--- src/rtl/fetch_unit.sv ---
// Instruction fetch stage: PC, in-order imem requests, credit-limited instruction FIFO, redirect flush.
// Optional FETCH_STATS_EN adds saturating pop/bubble counters (stat_fetched, stat_bubbles).
module fetch_unit #(
    parameter int unsigned             D_WIDTH    = 32,
    parameter int unsigned             A_WIDTH    = 32,
    parameter logic [A_WIDTH-1:0]      RESET_PC   = '0,
    parameter int unsigned             FIFO_DEPTH = 2
) (
    input  logic               clk,
    input  logic               rst,
    output logic               imem_req,
    output logic [A_WIDTH-1:0] imem_addr,
    input  logic               imem_rvalid,
    input  logic [D_WIDTH-1:0] imem_rdata,
    output logic [D_WIDTH-1:0] Instr,
    output logic [A_WIDTH-1:0] InstrPC,
    output logic               InstrValid,
    input  logic               DecodeReady,
    input  logic               PCSrc,
    input  logic [A_WIDTH-1:0] PCTarget
`ifdef FETCH_STATS_EN
    ,
    output logic [31:0]        stat_fetched,
    output logic [31:0]        stat_bubbles
`endif
);

    localparam int unsigned PTR_W = (FIFO_DEPTH > 1) ? $clog2(FIFO_DEPTH) : 1;
    localparam int unsigned CNT_W = PTR_W + 1;
    localparam int unsigned OCC_W = CNT_W + 1;

    logic               running_q;
    logic [A_WIDTH-1:0] pc_q, pc_d;
    logic [CNT_W-1:0]   out_q, out_d;
    logic [CNT_W-1:0]   disc_q, disc_d;
    logic [CNT_W-1:0]   cnt_q, cnt_d;
    logic [PTR_W-1:0]   rd_q, rd_d, wr_q, wr_d;
    logic [PTR_W-1:0]   srd_q, srd_d, swr_q, swr_d;
    logic [D_WIDTH-1:0] data_q [FIFO_DEPTH];
    logic [A_WIDTH-1:0] fpc_q  [FIFO_DEPTH];
    logic [A_WIDTH-1:0] spc_q  [FIFO_DEPTH];

    logic               pop_c, drop_c, push_c, issue_c;
    logic [OCC_W-1:0]   occ_c;

    // A pop this cycle frees its slot for a new request, sustaining one word per cycle.
    always_comb begin
        pop_c   = (cnt_q != '0) && DecodeReady;
        drop_c  = imem_rvalid && (PCSrc || (disc_q != '0));
        push_c  = imem_rvalid && !drop_c;
        occ_c   = OCC_W'(out_q) + OCC_W'(cnt_q) - OCC_W'(pop_c);
        issue_c = running_q && !PCSrc && (occ_c < OCC_W'(FIFO_DEPTH));
    end

    assign imem_req   = issue_c;
    assign imem_addr  = pc_q;
    assign InstrValid = (cnt_q != '0);
    assign Instr      = data_q[rd_q];
    assign InstrPC    = fpc_q[rd_q];

    always_comb begin
        pc_d   = pc_q;
        disc_d = disc_q;
        rd_d   = rd_q;
        wr_d   = wr_q;
        srd_d  = srd_q;
        swr_d  = swr_q;
        out_d  = out_q + CNT_W'(issue_c) - CNT_W'(imem_rvalid);
        cnt_d  = cnt_q + CNT_W'(push_c) - CNT_W'(pop_c);
        if (issue_c) begin
            pc_d  = pc_q + A_WIDTH'(4);
            swr_d = swr_q + PTR_W'(1);
        end
        if (imem_rvalid) begin
            srd_d = srd_q + PTR_W'(1);
        end
        if (imem_rvalid && (disc_q != '0)) begin
            disc_d = disc_q - CNT_W'(1);
        end
        if (push_c) begin
            wr_d = wr_q + PTR_W'(1);
        end
        if (pop_c) begin
            rd_d = rd_q + PTR_W'(1);
        end
        // Redirect: every request still in flight becomes wrong-path, buffer is emptied.
        if (PCSrc) begin
            pc_d   = PCTarget & ~A_WIDTH'(3);
            disc_d = out_q - CNT_W'(imem_rvalid);
            cnt_d  = '0;
            rd_d   = wr_q;
        end
    end

    always_ff @(posedge clk or posedge rst) begin
        if (rst) begin
            running_q <= 1'b0;
            pc_q      <= RESET_PC;
            out_q     <= '0;
            disc_q    <= '0;
            cnt_q     <= '0;
            rd_q      <= '0;
            wr_q      <= '0;
            srd_q     <= '0;
            swr_q     <= '0;
            for (int i = 0; i < int'(FIFO_DEPTH); i++) begin
                data_q[i] <= '0;
                fpc_q[i]  <= '0;
                spc_q[i]  <= '0;
            end
        end else begin
            running_q <= 1'b1;
            pc_q      <= pc_d;
            out_q     <= out_d;
            disc_q    <= disc_d;
            cnt_q     <= cnt_d;
            rd_q      <= rd_d;
            wr_q      <= wr_d;
            srd_q     <= srd_d;
            swr_q     <= swr_d;
            if (issue_c) begin
                spc_q[swr_q] <= pc_q;
            end
            // Shadow queue head is the PC of the request this response answers.
            if (push_c) begin
                data_q[wr_q] <= imem_rdata;
                fpc_q[wr_q]  <= spc_q[srd_q];
            end
        end
    end

`ifdef FETCH_STATS_EN
    logic [31:0] fetched_q, bubbles_q;

    always_ff @(posedge clk or posedge rst) begin
        if (rst) begin
            fetched_q <= '0;
            bubbles_q <= '0;
        end else begin
            if (pop_c && (fetched_q != '1)) begin
                fetched_q <= fetched_q + 32'd1;
            end
            if (DecodeReady && !InstrValid && (bubbles_q != '1)) begin
                bubbles_q <= bubbles_q + 32'd1;
            end
        end
    end

    assign stat_fetched = fetched_q;
    assign stat_bubbles = bubbles_q;
`else
    // Statistics counters are not built.
`endif

    a_no_overflow: assert property (@(posedge clk) disable iff (rst)
        !(push_c && (cnt_q == CNT_W'(FIFO_DEPTH))));
    a_no_orphan_rsp: assert property (@(posedge clk) disable iff (rst)
        !(imem_rvalid && (out_q == '0)));

endmodule
--- config.mk ---
export PLATFORM = sky130hd
export DESIGN_NAME = fetch_unit
export DESIGN_NICKNAME = d
export VERILOG_FILES = /design/src/rtl/fetch_unit.sv
export SDC_FILE = /design/constraint.sdc
export NUM_CORES = 1
export LEC_CHECK = 0
export BUFFER_PORTS_ARGS = -buffer_cell sky130_fd_sc_hd__buf_2
export CAP_MARGIN = 20
export CORE_UTILIZATION = 59
export DETAILED_ROUTE_END_ITERATION = 6
export PLACE_DENSITY_LB_ADDON = 0.1
export SLEW_MARGIN = 20
export SYNTH_ARGS = -nofsm -noshare
export SYNTH_HDL_FRONTEND = slang
export SYNTH_SLANG_ARGS = --single-unit
export TNS_END_PERCENT = 50
--- constraint.sdc ---
create_clock -name clk -period 12.06 [get_ports clk]
set_input_delay 0.603 -clock clk [delete_from_list [all_inputs] [get_ports clk]]
set_output_delay 0.603 -clock clk [all_outputs]
set_load 0.01 [all_outputs]
Word level (Yosys, flattened, before mapping)
Index checks and enable logic that the tools add are counted.
{"block": "word_totals", "reg_bits": 235, "inputBits": 69, "output_inout_bits": 98, "elab_cells": 78}
{"block": "classes", "magnitude_cmp": 7, "n_addsub": 13, "bitwise_logic": 4, "mux": 23, "reduce_logical": 16}
{"cell": "32-bit two-way mux", "count": 13}
{"cell": "64-bit bitwise mux", "count": 3}
{"cell": "32-bit demux with 1-bit select", "count": 2}
{"cell": "32-bit by 3-bit adder with 32-bit output, second input constant", "count": 1}
{"cell": "2-bit nonzero test", "count": 5}
{"cell": "2-bit greater-or-equal comparator, second input constant", "count": 4}
{"cell": "1-bit logical AND", "count": 8}
{"cell": "1-bit NOT with 2-bit output", "count": 4}
{"cell": "2-bit two-way mux", "count": 3}
{"cell": "2-bit by 1-bit subtractor with 2-bit output", "count": 3}
{"cell": "1-bit adder, second input constant", "count": 4}
{"cell": "2-bit by 1-bit adder with 2-bit output", "count": 2}
{"cell": "2-bit by 1-bit < comparator with 1-bit output, second input constant", "count": 2}
{"cell": "2-bit by 2-bit adder with 3-bit output", "count": 1}
{"cell": "3-bit by 2-bit < comparator with 1-bit output, second input constant", "count": 1}
{"cell": "3-bit by 1-bit subtractor with 3-bit output", "count": 1}
{"cell": "1-bit logical NOT", "count": 2}
{"cell": "1-bit two-way mux", "count": 2}
{"cell": "2-bit by 1-bit subtractor with 2-bit output, second input constant", "count": 1}
{"cell": "1-bit logical OR", "count": 1}

Depth between registers and ports, before layout
{"block": "logic_depth", "depth_word": 8, "ltp_mapped": 10, "mapped_depth_nobuf": 9}

Worst setup path before layout
OpenSTA, ideal clock, no wires.
{"block": "synth_path", "kind": "in2out", "from": "input DecodeReady", "to": "output imem_req", "slack_ps": 9138, "arrival_time_ps": 2319, "cell_stages": 7, "required_time_ps": 11457, "path_buffers": 1, "path_cell_list": "nor3b_1 -> o21ai_0 -> fa_1 -> and2_1 -> clkbuf_1 -> nand2_1 -> nor2_1"}
{"block": "synth_via", "elab_chain_cells": 4}
{"element": "start, declared", "line_no": "18", "rtl": "input logic DecodeReady,"}
{"element": "1-bit logical AND", "line_no": "48", "rtl": "pop_c = (cnt_q != '0) && DecodeReady;"}
{"element": "3-bit by 1-bit subtractor with 3-bit output", "line_no": "51", "rtl": "occ_c = OCC_W'(out_q) + OCC_W'(cnt_q) - OCC_W'(pop_c);"}
{"element": "3-bit by 2-bit < comparator with 1-bit output", "line_no": "52", "rtl": "issue_c = running_q && !PCSrc && (occ_c < OCC_W'(FIFO_DEPTH));"}
{"element": "1-bit logical AND", "line_no": "52"}
{"element": "end, declared", "line_no": "11", "rtl": "output logic imem_req,"}
Every way passes these cells.

Worst setup path in the final report
{"block": "layout_path", "from": "register cnt_q[1]", "to": "output imem_req"}
{"block": "layout_via", "elab_chain_cells": 5, "word_cells_on_any_way": 6, "classes_between": "2 x add/sub; 1 x order compare; 3 x reduce/logical"}
{"element": "start, declared", "line_no": "36", "rtl": "logic [CNT_W-1:0] cnt_q, cnt_d;"}
{"element": "start signal, assigned", "line_no": "116", "rtl": "cnt_q <= cnt_d;"}
{"element": "branches (longest 2 deep; another with 2-bit by 2-bit adder with 3-bit output)"}
{"element": "3-bit by 1-bit subtractor with 3-bit output (*)", "line_no": "51"}
{"element": "3-bit by 2-bit < comparator with 1-bit output (*)", "line_no": "52"}
{"element": "1-bit logical AND (*)", "line_no": "52"}
Mark *: on every way between the ends.

==> results.cfg <==
[power_and_ir_drop]
intPower_mw = 2.12
p_sw_mw = 1.06
power.leakage_nw = 5.51
combPwrFrac_pct = 36.9
switching_share_pct = 33.3
p_seq_share_pct = 40.4
max-vdd-ir-drop_uv = 149
p_per_area_nw_per_um2 = 266
clkPwrFrac_pct = 22.7

[timing]
fin_crit_sh_pct = 30.4
tns_ns = 0
slew_violations = 0
hold_viol = 0
rsz0062_at_grt = no
max_slew.worst_pin.slew_ns = 0.947
setup_viol = 0
max_freq_ghz = 0.273
fin_crit_ns = 3.67
max_slew_margin_pct = 36.9
finClkSkew_ns = 0.00929

[route]
drc = 0
wl_per_cell_um = 17.7
drt_iter0_markers = 364
vias_per_cell = 5.73
detail-route-antenna-nets = 0
drt_pass1_iterations = 5
drt-total-wl_um = 21600
num_vias = 7011

[clocking]
cts_buffers = 24
ctsResizeCount = 0
cts_hold_buf = 0
numClockSinks = 225
cts_tree = yes
cts_max_level = 1
clockBufferDepth = 3
postCtsSetupBuffers = 0
insertion_delay_ns = 0.51
root_buffer = clkbuf_16
clk_pin_slew_ns = 0.06

[layout]
areaGrowthSynthToFinish_pct = 16.6
fin_util_pct = 71.4
fin_nets = 1065
drive_gt1_share_pct = 39.8
antenna_cells = 0
mostFrequentLayoutCells = 224 x dfrtp_1, 180 x mux2_2, 160 x buf_2, 58 x nand2_1, 47 x nor2_1
fillerInstances = 1236
layout_commonest_cell = dfrtp_1

[critical_path]
critPathRequiredTime_ns = 11.46
path_class = register to output pin
end_kind = output pin
crit_arrival_ns = 3.06
path_max_fanout = 8
start_kind = register

[place]
port_buffers = 160
gp_congestion = 0.871
place_hpwl_um = 13900

[synthesis]
synth_ff_type = dfrtp_1
synth.area.top_cells = dfrtp_1 55%, mux2_2 20%, mux2i_1 3.0%
syn-cell-area_sq_um = 10300
synth_seq_cells = 225
ys_seq_area_share_pct = 54.8
ys_warn_count = 0
syn_inst = 848
ys_types = 56
yosysTopAreaCell = dfrtp_1
synthArstFlopShare_pct = 100
avgSynthCellArea_sq_um = 12.1
yosysTopAreaCellShare_pct = 54.8
synth-edff-count = 0

[die]
die_w_um = 134
die_area_sq_um = 17900
io_pins = 167
core_area_sq_um = 16800
fp-row-count = 47
die_y_um = 134
initial_utilization_pct = 61.3

[global_route]
overflow = 0
grt_max_degree = 149
first_global_vias = 6990
grt_antenna_before_repair = 0
grt_usage_pct = 25.2
grt_pass1_wl_um = 36100

[status]
run_status = finished clean

[min_path]
hold_path_class = primary input to async pin

[flow_run]
cap_violations = 0
==> cell usage after synthesis, drive strengths merged (2+ instances only) <==
master	instances
a21oi	34
a311o	2
a31oi	12
and2	2
and3	6
and4	3
buf	29
clkbuf	27
conb	2
dfrtp	225
ha	7
inv	14
mux2	187
mux2i	31
nand2	58
nand3	19
nand4	16
nand4b	2
nor2	49
nor2b	5
nor3	8
nor4	6
o21ai	45
o311ai	2
o31ai	10
o41ai	2
or2	2
or3	2
or4	10
xnor2	11
xor2	8
==> routing by layer <==
metal / global-route usage, % / wire length (um) / part of all wire, %
met2: 40.8 / 10100 / 47
met3: 3.55 / 1410 / 6.5
met1: 36.5 / 9800 / 45
met4: 5.37 / 281 / 1.3
met5: 0 / 0 / 0
==> registers in the layout, summed over array words and instances, names as in the netlist <==
| signal | cells |
|---|---|
| imem_addr | 30 |
| wr_q | 1 |
| rd_q | 1 |
| srd_q | 1 |
| out_q | 2 |
| running_q | 1 |
| swr_q | 1 |
| disc_q | 2 |
| spc_q | 60 |
| fpc_q | 60 |
| data_q | 64 |
| cnt_q | 2 |
==> final cells by class <==
class | count | area (sq um) | area share [%]
flip-flops and latches | 225 | 5630 | 47.1
repair buffers | 167 | 853 | 7.13
clock buffers | 35 | 723 | 6.04
inverters | 14 | 65.1 | 0.544
multi-input cells | 556 | 4360 | 36.4
well taps | 220 | 275 | 2.30
clock inverters | 6 | 57.6 | 0.481
==> per-stage QoR <==
stage	worst slack (ns)	cell area [sq um]	total power, mW	instances	hold WS (ns)
after floorplan	5.29	10300	2.11	851	0.444
after global placement	8.31	11200	2.43	1182	0.456
after detailed placement	8.31	11200	2.47	1182	0.465
after CTS	8.37	12000	3.21	1223	0.293
after global routing	8.24	12000	3.38	1223	0.296
final	8.39	12000	3.18	1223	0.207
==> critical path, stage by stage (launching register included) <==
cell and delay, ns:
dfrtp_1 0.39, inv_1 0.07, nor3b_1 0.31, o21ai_0 0.19, fa_1 0.49, xor2_2 0.41, nand2_1 0.21, nor2_1 0.29
buf_2 0.19
==> worst paths after layout <==
| path | startpoint | to | slack [ns] | cells after the start |
|---|---|---|---|---|
| max | cnt_q[1] | imem_req | 8.39 | 8 |
| min | rst | fpc_q[9] | 0.21 | 2 |
| max reg2reg | cnt_q[1] | spc_q[63] | 8.92 | 9 |
| min reg2reg | fpc_q[12] | fpc_q[12] | 0.47 | 2 |
| max in group asynchronous | rst | data_q[54] | 10.40 | 3 |
| min in group clk | PCTarget[11] | imem_addr[11] | 0.30 | 3 |
==> power by group through the flow <==
stage,sequential (mW),clock [mW],combinational (mW)
5_1_grt,1.33,0.760,1.29
4_1_cts,1.29,0.732,1.19
3_5_place_dp,1.30,0,1.18
3_3_place_gp,1.28,0,1.15
6_report,1.29,0.720,1.17
2_1_floorplan,1.22,0,0.881
==> kinds of logic (layout without fill, tap and decap cells) <==
| kind of cell | after synthesis | count (layout) | synth area share, % |
|---|---|---|---|
| AO/OA/AOI/OAI | 115 | 115 | 6.50 |
| XOR/XNOR | 19 | 19 | 1.77 |
| adder cells (fa/ha/maj) | 8 | 8 | 1.05 |
| buffers and inverters | 70 | 222 | 2.92 |
| flip-flops | 225 | 225 | 54.8 |
| multiplexers | 218 | 218 | 23.5 |
| other | 2 | 5 | 0.0731 |
| AND/OR/NAND/NOR | 191 | 191 | 9.32 |
No activity file was read; power rests on OpenSTA's default activity.
